`src/rtl/mips_datapath_alu_hilo_pkg.sv`:
```
// Shared definitions for the HI/LO unit: ALU function codes, divider FSM state
// and the iteration-counter width helper.
package mips_datapath_alu_hilo_pkg;

  localparam int HILO_DATA_W = 32;

  typedef enum logic [4:0] {
    Add  = 5'd0,  Addu = 5'd1,  Sub  = 5'd2,  Subu = 5'd3,
    And  = 5'd4,  Or   = 5'd5,  Xor  = 5'd6,  Nor  = 5'd7,
    Slt  = 5'd8,  Sltu = 5'd9,  Sll  = 5'd10, Srl  = 5'd11,
    Sra  = 5'd12, Lui  = 5'd13, Muls = 5'd14, Mulu = 5'd15,
    Mflo = 5'd16, Mfhi = 5'd17, Mtlo = 5'd18, Mthi = 5'd19,
    Divs = 5'd20, Divu = 5'd21
  } Func_T;

  localparam int STATE_W = 2;

  typedef enum logic [STATE_W-1:0] {
    IDLE = 2'd0,
    RUN  = 2'd1,
    FIX  = 2'd2
  } div_state_t;

  // Counter must hold DATA_W itself, hence one bit beyond log2.
  function automatic int cnt_width(input int w);
    return $clog2(w) + 1;
  endfunction

endpackage

```
`src/rtl/mips_datapath_alu_hilo_if.sv`:
```
// EX-stage to HI/LO unit bus: instruction/operand side in, HI/LO and stall out.
interface mips_datapath_alu_hilo_if
  import mips_datapath_alu_hilo_pkg::*;
#(
  parameter int DATA_W = HILO_DATA_W
) ();

  logic              valid;
  logic              flush;
  Func_T             func;
  logic [DATA_W-1:0] data1;
  logic [DATA_W-1:0] data2;
  logic [DATA_W-1:0] res_lo;
  logic [DATA_W-1:0] res_hi;
  logic [DATA_W-1:0] reg_lo;
  logic [DATA_W-1:0] reg_hi;
  logic              busy;

  modport master (
    output valid, flush, func, data1, data2, res_lo, res_hi,
    input  reg_lo, reg_hi, busy
  );

  modport slave (
    input  valid, flush, func, data1, data2, res_lo, res_hi,
    output reg_lo, reg_hi, busy
  );

endinterface

```
`src/rtl/mips_datapath_alu_divider.sv`:
```
// Iterative radix-2 restoring unsigned divider; one quotient bit per RUN cycle,
// results held while in FIX (done=1). abort returns to IDLE from any state.
module mips_datapath_alu_divider
  import mips_datapath_alu_hilo_pkg::*;
#(
  parameter int DATA_W = HILO_DATA_W
) (
  input  logic              clock,
  input  logic              reset_n,
  input  logic              start,
  input  logic              abort,
  input  logic              early,
  input  logic [DATA_W-1:0] dividend,
  input  logic [DATA_W-1:0] divisor,
  output logic              done,
  output logic              busy,
  output logic [DATA_W-1:0] quo,
  output logic [DATA_W-1:0] rem
);

  localparam int CNT_W = cnt_width(DATA_W);

  div_state_t        state_r, state_nx;
  logic [CNT_W-1:0]  cnt_r;
  logic [DATA_W-1:0] rem_r, quo_r, dvs_r;
  logic [DATA_W-1:0] rem_nx, quo_nx;
  logic [DATA_W:0]   shift_s, trial_s;
  logic              busy_r;

  // Shift/trial-subtract step; the remainder always fits DATA_W bits after it.
  always_comb begin
    shift_s = {rem_r, quo_r[DATA_W-1]};
    trial_s = shift_s - {1'b0, dvs_r};
    if (trial_s[DATA_W]) begin
      rem_nx = shift_s[DATA_W-1:0];
      quo_nx = {quo_r[DATA_W-2:0], 1'b0};
    end else begin
      rem_nx = trial_s[DATA_W-1:0];
      quo_nx = {quo_r[DATA_W-2:0], 1'b1};
    end
  end

  // Next-state decode.
  always_comb begin
    state_nx = state_r;
    if (abort) begin
      state_nx = IDLE;
    end else begin
      case (state_r)
        IDLE:    state_nx = start ? (early ? FIX : RUN) : IDLE;
        RUN:     state_nx = (cnt_r == CNT_W'(1)) ? FIX : RUN;
        FIX:     state_nx = IDLE;
        default: state_nx = IDLE;
      endcase
    end
  end

  // State register.
  always_ff @(posedge clock) begin
    if (!reset_n) begin
      state_r <= IDLE;
    end else begin
      state_r <= state_nx;
    end
  end

  // Datapath registers and registered busy decode.
  always_ff @(posedge clock) begin
    if (!reset_n) begin
      rem_r  <= '0;
      quo_r  <= '0;
      dvs_r  <= '0;
      cnt_r  <= '0;
      busy_r <= 1'b0;
    end else begin
      busy_r <= (state_nx != IDLE);
      if (state_r == IDLE && start && !abort) begin
        dvs_r <= divisor;
        cnt_r <= CNT_W'(DATA_W);
        rem_r <= early ? dividend : '0;
        quo_r <= early ? '0 : dividend;
      end else if (state_r == RUN) begin
        rem_r <= rem_nx;
        quo_r <= quo_nx;
        cnt_r <= cnt_r - CNT_W'(1);
      end
    end
  end

  assign done = (state_r == FIX);
  assign busy = busy_r;
  assign quo  = quo_r;
  assign rem  = rem_r;

endmodule

```
`src/rtl/mips_datapath_alu_hilo.sv`:
```
// HI/LO register unit with multi-cycle div/divu.
// Optional MIPS_DATAPATH_ALU_HILO_EARLY_EXIT_EN skips iterations when the quotient is zero.
module mips_datapath_alu_hilo
  import mips_datapath_alu_hilo_pkg::*;
#(
  parameter int DATA_W = HILO_DATA_W
) (
  input logic                     clock,
  input logic                     reset_n,
  mips_datapath_alu_hilo_if.slave hilo
);

  logic              accept_s, is_div_s, is_signed_s, start_s, early_s;
  logic              done_s, busy_s;
  logic [DATA_W-1:0] mag1_s, mag2_s, quo_s, rem_s;
  logic [DATA_W-1:0] lo_r, hi_r;
  logic              sign_q_r, sign_rem_r, div0_r;

  // Accept decode and operand magnitudes.
  always_comb begin
    accept_s    = hilo.valid & ~busy_s & ~hilo.flush;
    is_div_s    = (hilo.func == Divs) || (hilo.func == Divu);
    is_signed_s = (hilo.func == Divs);
    start_s     = accept_s & is_div_s;
    mag1_s      = (is_signed_s && hilo.data1[DATA_W-1]) ? -hilo.data1 : hilo.data1;
    mag2_s      = (is_signed_s && hilo.data2[DATA_W-1]) ? -hilo.data2 : hilo.data2;
`ifdef MIPS_DATAPATH_ALU_HILO_EARLY_EXIT_EN
    early_s     = (mag2_s == '0) || (mag1_s < mag2_s);
`else
    early_s     = 1'b0;
`endif
  end

  mips_datapath_alu_divider #(.DATA_W(DATA_W)) u_divider (
    .clock    (clock),
    .reset_n  (reset_n),
    .start    (start_s),
    .abort    (hilo.flush),
    .early    (early_s),
    .dividend (mag1_s),
    .divisor  (mag2_s),
    .done     (done_s),
    .busy     (busy_s),
    .quo      (quo_s),
    .rem      (rem_s)
  );

  // HI/LO writes; divide results are sign-corrected here, div-by-zero forces LO to ones.
  always_ff @(posedge clock) begin
    if (!reset_n) begin
      lo_r       <= '0;
      hi_r       <= '0;
      sign_q_r   <= 1'b0;
      sign_rem_r <= 1'b0;
      div0_r     <= 1'b0;
    end else if (done_s && !hilo.flush) begin
      lo_r <= div0_r ? '1 : (sign_q_r ? -quo_s : quo_s);
      hi_r <= sign_rem_r ? -rem_s : rem_s;
    end else if (accept_s) begin
      case (hilo.func)
        Muls, Mulu: begin
          lo_r <= hilo.res_lo;
          hi_r <= hilo.res_hi;
        end
        Mtlo: lo_r <= hilo.res_lo;
        Mthi: hi_r <= hilo.res_hi;
        Divs: begin
          sign_q_r   <= hilo.data1[DATA_W-1] ^ hilo.data2[DATA_W-1];
          sign_rem_r <= hilo.data1[DATA_W-1];
          div0_r     <= (hilo.data2 == '0);
        end
        Divu: begin
          sign_q_r   <= 1'b0;
          sign_rem_r <= 1'b0;
          div0_r     <= (hilo.data2 == '0);
        end
        default: begin
        end
      endcase
    end
  end

  assign hilo.reg_lo = lo_r;
  assign hilo.reg_hi = hi_r;
  assign hilo.busy   = busy_s;

endmodule

```
`src/flat_wrapper.sv`:
```
// flat-port wrapper written by rule: the top's interface ports become plain ports
module mips_datapath_alu_hilo_flat import mips_datapath_alu_hilo_pkg::*;
#(
  parameter int DATA_W = HILO_DATA_W
)
  (clock, reset_n, hilo_valid, hilo_flush, hilo_func, hilo_data1, hilo_data2, hilo_res_lo, hilo_res_hi, hilo_reg_lo, hilo_reg_hi, hilo_busy);
  mips_datapath_alu_hilo_if #(.DATA_W(DATA_W)) hilo_i ();
  input logic clock;
  input logic reset_n;
  input wire logic [$bits(hilo_i.valid)-1:0] hilo_valid;
  input wire logic [$bits(hilo_i.flush)-1:0] hilo_flush;
  input wire logic [$bits(hilo_i.func)-1:0] hilo_func;
  input wire logic [$bits(hilo_i.data1)-1:0] hilo_data1;
  input wire logic [$bits(hilo_i.data2)-1:0] hilo_data2;
  input wire logic [$bits(hilo_i.res_lo)-1:0] hilo_res_lo;
  input wire logic [$bits(hilo_i.res_hi)-1:0] hilo_res_hi;
  output wire logic [$bits(hilo_i.reg_lo)-1:0] hilo_reg_lo;
  output wire logic [$bits(hilo_i.reg_hi)-1:0] hilo_reg_hi;
  output wire logic [$bits(hilo_i.busy)-1:0] hilo_busy;
  assign hilo_i.valid = hilo_valid;
  assign hilo_i.flush = hilo_flush;
  assign hilo_i.func = hilo_func;
  assign hilo_i.data1 = hilo_data1;
  assign hilo_i.data2 = hilo_data2;
  assign hilo_i.res_lo = hilo_res_lo;
  assign hilo_i.res_hi = hilo_res_hi;
  assign hilo_reg_lo = hilo_i.reg_lo;
  assign hilo_reg_hi = hilo_i.reg_hi;
  assign hilo_busy = hilo_i.busy;
  mips_datapath_alu_hilo #(.DATA_W(DATA_W)) u_core (.clock(clock), .reset_n(reset_n), .hilo(hilo_i));
endmodule
```
`config.mk`:
```
export PLATFORM = sky130hd
export DESIGN_NAME = mips_datapath_alu_hilo_flat
export DESIGN_NICKNAME = d
export VERILOG_FILES = /design/src/rtl/mips_datapath_alu_hilo_pkg.sv /design/src/rtl/mips_datapath_alu_hilo_if.sv /design/src/rtl/mips_datapath_alu_divider.sv /design/src/rtl/mips_datapath_alu_hilo.sv /design/src/flat_wrapper.sv
export SDC_FILE = /design/constraint.sdc
export NUM_CORES = 1
export LEC_CHECK = 0
export ABC_AREA = 1
export CAP_MARGIN = 20
export CORE_UTILIZATION = 60
export CTS_CLUSTER_DIAMETER = 150
export CTS_CLUSTER_SIZE = 20
export DETAILED_ROUTE_END_ITERATION = 10
export PLACE_DENSITY = 0.83
export SYNTH_ARGS = -nofsm -noshare
export SYNTH_HDL_FRONTEND = slang
export SYNTH_SLANG_ARGS = --single-unit
```
`constraint.sdc`:
```
create_clock -name clock -period 6.3 [get_ports clock]
set_input_delay 0.945 -clock clock [delete_from_list [all_inputs] [get_ports clock]]
set_output_delay 0.945 -clock clock [all_outputs]
set_load 0.01 [all_outputs]
```
## After elaboration in Yosys (flattened, before gate mapping)

Index checks and enable logic that the tools add are counted.

| operators by class | value |
|---|---|
| add/sub/neg operators | 6 |
| multipliers | 0 |
| divide/modulo/power cells | 0 |
| magnitude comparators | 0 |
| equality and inequality tests | 9 |
| shift operators | 0 |
| multiplexer cells | 23 |
| bitwise operators | 8 |
| reductions and logical operators | 23 |

Operators with widths:

| operator | count |
|---|---|
| 2-to-1 mux 32 bit | 14 |
| negator 32 bit | 4 |
| subtractor 33 x 32 -> 33 bit | 1 |
| logical NOT 32 bit | 1 |
| == test 5 bit (second input constant) | 4 |
| 2-to-1 mux 6 bit | 2 |
| nonzero test 2 bit | 6 |
| == test 5 x 4 -> 1 bit (second input constant) | 2 |
| == test 6 x 1 -> 1 bit (second input constant) | 1 |
| AND reduction 3 bit | 2 |
| OR reduction 3 bit | 2 |
| subtractor 6 x 1 -> 6 bit (second input constant) | 1 |
| logical AND 1 bit | 5 |
| 2-to-1 mux 2 bit | 2 |
| inverter 1 bit | 4 |
| case mux 1 bit (2 select lines) | 2 |
| case mux 2 bit (2 select lines) | 1 |
| AND reduction 2 bit | 2 |
| OR reduction 2 bit | 2 |
| AND 1 bit | 3 |
| == test 2 x 1 -> 1 bit (second input constant) | 1 |
| == test 2 bit (second input constant) | 1 |
| logical NOT 2 bit | 1 |
| 2-to-1 mux 1 bit | 2 |
| other kinds (3) | 3 |

| word-level totals | value |
|---|---|
| register bits after elaboration | 172 |
| bits in latches | 0 |
| memory bits (writable) | 0 |
| ROM bits | 0 |
| input bits | 137 |
| output and inout port bits | 65 |
| memories kept | 0 |

## Logic depth before layout (Yosys ltp)

| logic depth | value |
|---|---|
| depth after elaboration | 8 |
| gate-level depth with buffers | 19 |
| depth with buffers taken out | 18 |

## Cells and area by module

From an unflattened synthesis, not the netlist that was laid out.

| unflattened totals | value |
|---|---|
| cell total of the unflattened synthesis | 2505 |
| area total of the unflattened synthesis | 14747.9 um^2 |

Modules (own cells, without submodules):

| module | times used | cells each | area each (um^2) | sequential area each (um^2) |
|---|---|---|---|---|
| mips_datapath_alu_divider | 1 | 1334 | 8080.2 | 2102.0 |
| mips_datapath_alu_hilo | 1 | 1171 | 6667.6 | 1341.3 |

## Worst setup path after synthesis

OpenSTA, ideal clock, no wires.

| timing | value |
|---|---|
| kind | input -> register |
| start | in hilo_data2[0] |
| end | reg u_core.u_divider.dvs_r[28] |
| setup time | 115 ps |
| arrival | 2224 ps |
| data required time | 6185 ps |
| path slack | 3961 ps |
| stages on the path | 11 |
| path buffers | 0 |
| cell sequence | inv_1 ha_1 nand2_1 nor2_1 nand3_1 nor2_1 nand2_1 o21ai_0 xor2_1 o21ai_0 inv_1 |

| between the ends | value |
|---|---|
| word-level cells in the longest chain between the ends | 2 |

RTL lines:

| what | line | RTL |
|---|---|---|
| start, declared | flat_wrapper.sv:14 | `input wire logic [$bits(hilo_i.data2)-1:0] hilo_data2;` |
| negator 32 bit | mips_datapath_alu_hilo.sv:26 | `mag2_s = (is_signed_s && hilo.data2[DATA_W-1]) ? -hilo.data2 : hilo.data2;` |
| 2-to-1 mux 32 bit | mips_datapath_alu_hilo.sv:26 |  |
| end signal, assigned | mips_datapath_alu_divider.sv:78 | `dvs_r <= divisor;` |
| end, declared | mips_datapath_alu_divider.sv:25 | `logic [DATA_W-1:0] rem_r, quo_r, dvs_r;` |

Every way passes these cells.
A chain may end at the register's enable or synchronous reset.

## Final worst setup path

| timing | value |
|---|---|
| start | in hilo_func[4] |
| end | reg u_core.u_divider.dvs_r[8] |

| between the ends | value |
|---|---|
| word-level cells in the longest chain between the ends | 5 |
| elaborated cells on any way between the ends | 8 |
| those cells by class | eq/ne: 2; mux: 1; bitwise: 1; reduce/logical: 4 |

RTL lines:

| what | line | RTL |
|---|---|---|
| start, declared | flat_wrapper.sv:12 | `input wire logic [$bits(hilo_i.func)-1:0] hilo_func;` |
| == test 5 bit, on equally long branches | mips_datapath_alu_hilo.sv:22, mips_datapath_alu_hilo.sv:23 |  |
| logical OR 1 bit | mips_datapath_alu_hilo.sv:22 | `is_div_s = (hilo.func == Divs) \|\| (hilo.func == Divu);` |
| AND 1 bit | mips_datapath_alu_hilo.sv:24 | `start_s = accept_s & is_div_s;` |
| logical AND 1 bit (2 in a row) | mips_datapath_alu_divider.sv:77 | `if (state_r == IDLE && start && !abort) begin` |

Several ways; a longest one is shown, not always the timed one.

==> results.json <==
{
  "cts_sinks": 172,
  "reg2reg_depth": 18,
  "min_path_type": "flip-flop to flip-flop",
  "peakVddDrop_mv": 0.151,
  "crit_path_end_kind": "flip-flop",
  "avgViaCountPerCell": 5.88,
  "synth-xor-area-share_pct": 4.46,
  "synth-warning-count": 0,
  "critPathLaunch": "hilo_func[4]",
  "power_density_nw_per_um2": 176,
  "grt_setup_unrepaired": "false",
  "fmax_ghz": 0.302,
  "remaining_drc_errors": 0,
  "grt_pass1_wl_um": 74300,
  "post_cts_resized": 0,
  "p_leak_nw": 7.30,
  "dieWidth_um": 151,
  "r2r-start": "u_core.u_divider.quo[31]",
  "yosys.area_share.simple_pct": 34.7,
  "drv_cap": 0,
  "cts_buffers": 17,
  "drtIter0Drc": 1901,
  "synthDistinctLibCells": 44,
  "cp.arrival_ns": 3.68,
  "synthArstFlopShare_pct": 0,
  "worstSetupStartpointType": "input pin",
  "synth_edf_count": 0,
  "setup_ws_ns": 2.98,
  "hold_start": "u_core.hilo.reg_lo[10]",
  "port_buffers": 201,
  "cp.required_ns": 6.67,
  "dr.pass1.iters": 6,
  "cts_tree": "yes",
  "stdcell_area_um2": 16100,
  "avgSynthCellArea_um2": 5.84,
  "antenna_cells": 0,
  "synth_most_common_cell": "nand2_1",
  "ys_seq_area_share_pct": 25.8,
  "track_usage_pct": 41.6,
  "clock_path_buffers": 2,
  "place_congestion": 1.00,
  "fp.dieH_um": 151,
  "timing.slew.headroom_pct": 27.1,
  "syn-cell-area_um2": 13400,
  "hold_buffers": 0,
  "placementRows": 54,
  "clk-insertion-delay-late_ns": 0.45,
  "ys_top_cells_by_area": "dfxtp_1, nand2_1, inv_1, a21oi_1, nand3_1",
  "setup_viol": 0,
  "vias": 16000,
  "slew_violations": 0,
  "finClkSkew_ns": 0.0141,
  "worst-path-max-fanout": 65,
  "post_dp_cell_area_um2": 15500,
  "syn_nets": 2465,
  "status": "finished, final reports clean",
  "drtAntennaViolNets": 0,
  "core_area_um2": 21800,
  "period_needed_ns": 3.32,
  "io_pins": 202,
  "final-hold-violation-count": 0,
  "grt_max_degree": 78,
  "synth_top_area_share_pct": 25.8,
  "synth_area_leader_cell": "dfxtp_1",
  "cts_max_level": 4,
  "cts_setup_buffers": 0,
  "power_mw": 2.84,
  "synth_common_cells": "nand2_1, inv_1, a21oi_1, nor2_1, dfxtp_1",
  "synthCells": 2289,
  "syn_to_final_growth_pct": 20.5,
  "antenna_found_initial": 2,
  "muxShareOfSynthArea_pct": 0,
  "setup_tns_ns": 0,
  "grt_overflow": 0,
  "die-area_um2": 22900,
  "cts-root-buf": "clkbuf_16",
  "nNetsFinal": 2611,
  "criticalPathCategory": "input pin to flip-flop",
  "initial_core_util_pct": 61.2,
  "drive_above_1_share_pct": 3.39,
  "synth_compound_area_share_pct": 18.8,
  "r2r_setup_slack_ns": 3.35,
  "wl_per_cell_um": 17.5,
  "whs_path_depth": 2,
  "synth-seq-cells": 172,
  "crit_end": "u_core.u_divider.dvs_r[8]",
  "wirelength_um": 47700,
  "fin_crit_sh_pct": 52.6,
  "grt_pass1_vias": 14900,
  "worstReg2RegEnd": "u_core.u_divider.rem[27]",
  "synth_top_family_by_area": "simple AND/OR/NAND/NOR gates",
  "pre_cts_slack_ns": 2.57,
  "ys.flop_type": "dfxtp_1",
  "dpl.hpwl_um": 36200,
  "synthAdderAreaFrac_pct": 3.71,
  "tightest_slew_ns": 1.09,
  "clk_pin_slew_ns": 0.08
}
-- critical path, cell delays in order --
cell             delay [ns]
clkdlybuf4s50_1        0.53
inv_1                  0.07
or2_0                  0.24
nor3_2                 0.18
nand3_2                0.09
buf_4                  0.33
inv_2                  0.69
buf_4                  0.29
o21ai_0                0.11
a21oi_1                0.19
-- report_power, final --
group | internal (mW) | switching (mW)
Combinational | 0.214 | 0.346
Sequential | 1.10 | 0.00996
Clock | 0.618 | 0.553
Total | 1.93 | 0.908
-- cell families (layout without fill, tap and decap cells) --
group | count (synthesis) | after routing
XOR/XNOR | 68 | 68
buffers and inverters | 433 | 592
AO/OA/AOI/OAI | 454 | 454
flip-flops | 172 | 172
adder cells (fa/ha/maj) | 39 | 39
AND/OR/NAND/NOR | 1123 | 1123
-- flip-flops by register name (all words and copies together) (netlist names) --
name,cells
u_core.u_divider.rem,32
u_core.sign_q_r,1
u_core.u_divider.quo,32
u_core.sign_rem_r,1
u_core.hilo.reg_lo,32
u_core.u_divider.state_r,2
u_core.u_divider.cnt_r,6
u_core.u_divider.dvs_r,32
u_core.hilo.reg_hi,32
u_core.div0_r,1
u_core.u_divider.busy,1
-- layout by cell type, fill, tap and decap left out, types with 17 or more instances in the layout --
cell type / Yosys / routed
xor2_1: 58 / 58
clkdlybuf4s50_1: 0 / 200
ha_1: 38 / 38
nand3_1: 154 / 153
o221ai_1: 18 / 18
o21ai_0: 148 / 148
a21oi_1: 210 / 210
nor3_1: 27 / 27
dfxtp_1: 172 / 172
nand2_1: 684 / 684
nand4_1: 32 / 32
nor2_1: 190 / 189
clkbuf_16: 0 / 17
inv_1: 337 / 337
o211ai_1: 21 / 21
-- cell type report --
| class | count | area, um^2 |
|---|---|---|
| multi-input combinational | 1684 | 8260 |
| fill | 1809 | 5730 |
| sequential | 172 | 3440 |
| timing repair buffer | 214 | 2100 |
| inverter | 346 | 1300 |
| clock buffer | 17 | 425 |
| tap | 280 | 350 |
| clock inverter | 15 | 216 |
-- layer usage --
metal	GRT usage (%)	vias to the layer above	part of all wire [%]
met4	22.7	2	5.1
met3	8.25	189	9.3
met1	50.1	7259	39
li1	-	7663	-
met2	69.3	932	47
met5	0	-	0.027
-- through the flow --
stage	util (%)	instances	hold WS, ns
after floorplan	-	2289	0.445
after global placement	70.8	2696	0.452
after detailed placement	70.8	2696	0.455
after CTS	73.8	2728	0.468
after global routing	73.8	2728	0.488
final	73.8	2728	0.470
-- worst min-delay path by stage --
stage	slack [ns]	to
final	0.47	u_core.hilo.reg_lo[10]
after global routing	0.49	u_core.hilo.reg_lo[14]
after CTS	0.47	u_core.hilo.reg_lo[10]
after detailed placement	0.46	u_core.hilo.reg_lo[10]
after global placement	0.45	u_core.u_divider.quo[7]
after floorplan	0.45	u_core.u_divider.quo[7]
No activity file was read; power rests on OpenSTA's default activity.
==> edit (config.mk and constraints unchanged) <==
Build with the macro `MIPS_DATAPATH_ALU_HILO_EARLY_EXIT_EN` defined.
--- a/src/rtl/mips_datapath_alu_hilo.sv
+++ b/src/rtl/mips_datapath_alu_hilo.sv
@@ -2,2 +2,4 @@
 // Optional MIPS_DATAPATH_ALU_HILO_EARLY_EXIT_EN skips iterations when the quotient is zero.
+`define MIPS_DATAPATH_ALU_HILO_EARLY_EXIT_EN
+
 module mips_datapath_alu_hilo
Behaviour: not the same (a bounded check fails within 4 cycles, from zero or initial values and one cycle with reset_n low).
==> edit against the unedited design <==
Fmax down 37%. Final cell count up 2.6%. Routed wire length up 5.2%. Highest routed layer is now met4. Die area up 4.9%. Sequential cell count unchanged. Synthesized cell count up 1.0%. Synthesized area up 4.9%. Power up 9.0%. Cell area up 5.3%. Worst setup slack worse by 2000 ps. First-iteration DRC count up 5.4%.
==> edit: results (changes against the unedited design) <==
- Pint: 2010 uW (was 1930 uW)
- Yosys cell types: 47 (was 44)
- Final WL: 50.2 mm (was 47.7 mm)
- # rows: 55 (was 54)
- Top post-synthesis cells by area: dfxtp_1 25%, nand2_1 14%, inv_1 8.4% (was dfxtp_1 26%, nand2_1 19%, inv_1 9.5%)
- First-pass GRT wire length: 78.2 mm (was 74.3 mm)
- VDD IR max: 0.164 mV (was 0.151 mV)
- Reg2reg setup slack: 2550 ps (was 3350 ps)
- Top sig layer: met4 (was met5)
- Non-clock buffer share of cell area: 13.7% (was 13.1%)
- Number of global-route vias before repair: 15300 (was 14900)
- Placed cells: 2760 (was 2696)
- Iter 0 DRT Violations: 2003 (was 1901)
- Sequential share of the synthesized area: 24.6% (was 25.8%)
- Critical Path Start: hilo_data1[0] (was hilo_func[4])
- Reg-to-Reg Start: u_core.u_divider.rem[0] (was u_core.u_divider.quo[31])
- Syn_nets: 2519 (was 2465)
- Met2 Use GR: 64.7% (was 69.3%)
- GR Layer Usage met3: 10.1% (was 8.25%)
- Max-slew headroom: 33.2% (was 27.1%)
- Vias post-DR: 16800 (was 16000)
- Top delay family on crit path: simple AND/OR/NAND/NOR gates (was buffers and inverters)
- Inverters excl. clock: 318 (was 346)
- DP Area: 0.0162 mm^2 (was 0.0155 mm^2)
- P_comb: 867 uW (was 560 uW)
- Final Skew: 15.8 ps (was 14.1 ps)
- Met2 wire len: 21.6 mm (was 22.3 mm)
- FILL cells: 1806 (was 1809)
- RePlAce Congestion: 1.02 (was 1.00)
- Arrival time worst endpoint: 5670 ps (was 3680 ps)
- End of the critical path: u_core.u_divider.quo[26] (was u_core.u_divider.dvs_r[8])
- Pin count of the biggest net entering global routing: 87 (was 78)
- Wire length on met3: 6.11 mm (was 4.43 mm)
- Status: complete, no violations (unchanged)
- Final Instance Area: 0.0170 mm^2 (was 0.0161 mm^2)
- Leakage: 0.00776 uW (was 0.00730 uW)
- Setup ws final: 995 ps (was 2980 ps)
- Clk tree area frac: 3.67% (was 3.99%)
- CP max-delay cell: clkdlybuf4s50_1 (was inv_2)
- Antenna violations before repair: 0 (was 2)
edit: cell types whose count changed in the layout (fill, tap and decap cells not counted), sizes merged, moves of 10 or more:
cell / unedited run / this run
o21ai: 154 / 196
nand3: 154 / 207
buf: 14 / 34
a21oi: 210 / 197
ha: 38 / 69
nor2: 194 / 220
nand2: 689 / 542
xnor2: 10 / 21
inv: 354 / 324
o211ai: 21 / 31
o22ai: 16 / 32
nand4: 32 / 18
edit: cell families (layout without fill, tap and decap cells):
| kind of cell | after synthesis | in the layout | synth area share [%] |
|---|---|---|---|
| other | 0 | 3 | 0 |
| AO/OA/AOI/OAI | 527 | 527 | 21.0 |
| XOR/XNOR | 74 | 74 | 4.62 |
| AND/OR/NAND/NOR | 1052 | 1052 | 31.6 |
| multiplexers | 3 | 3 | 0.214 |
| buffers and inverters | 414 | 584 | 11.6 |
| adder cells (fa/ha/maj) | 70 | 70 | 6.30 |
| flip-flops | 172 | 172 | 24.6 |
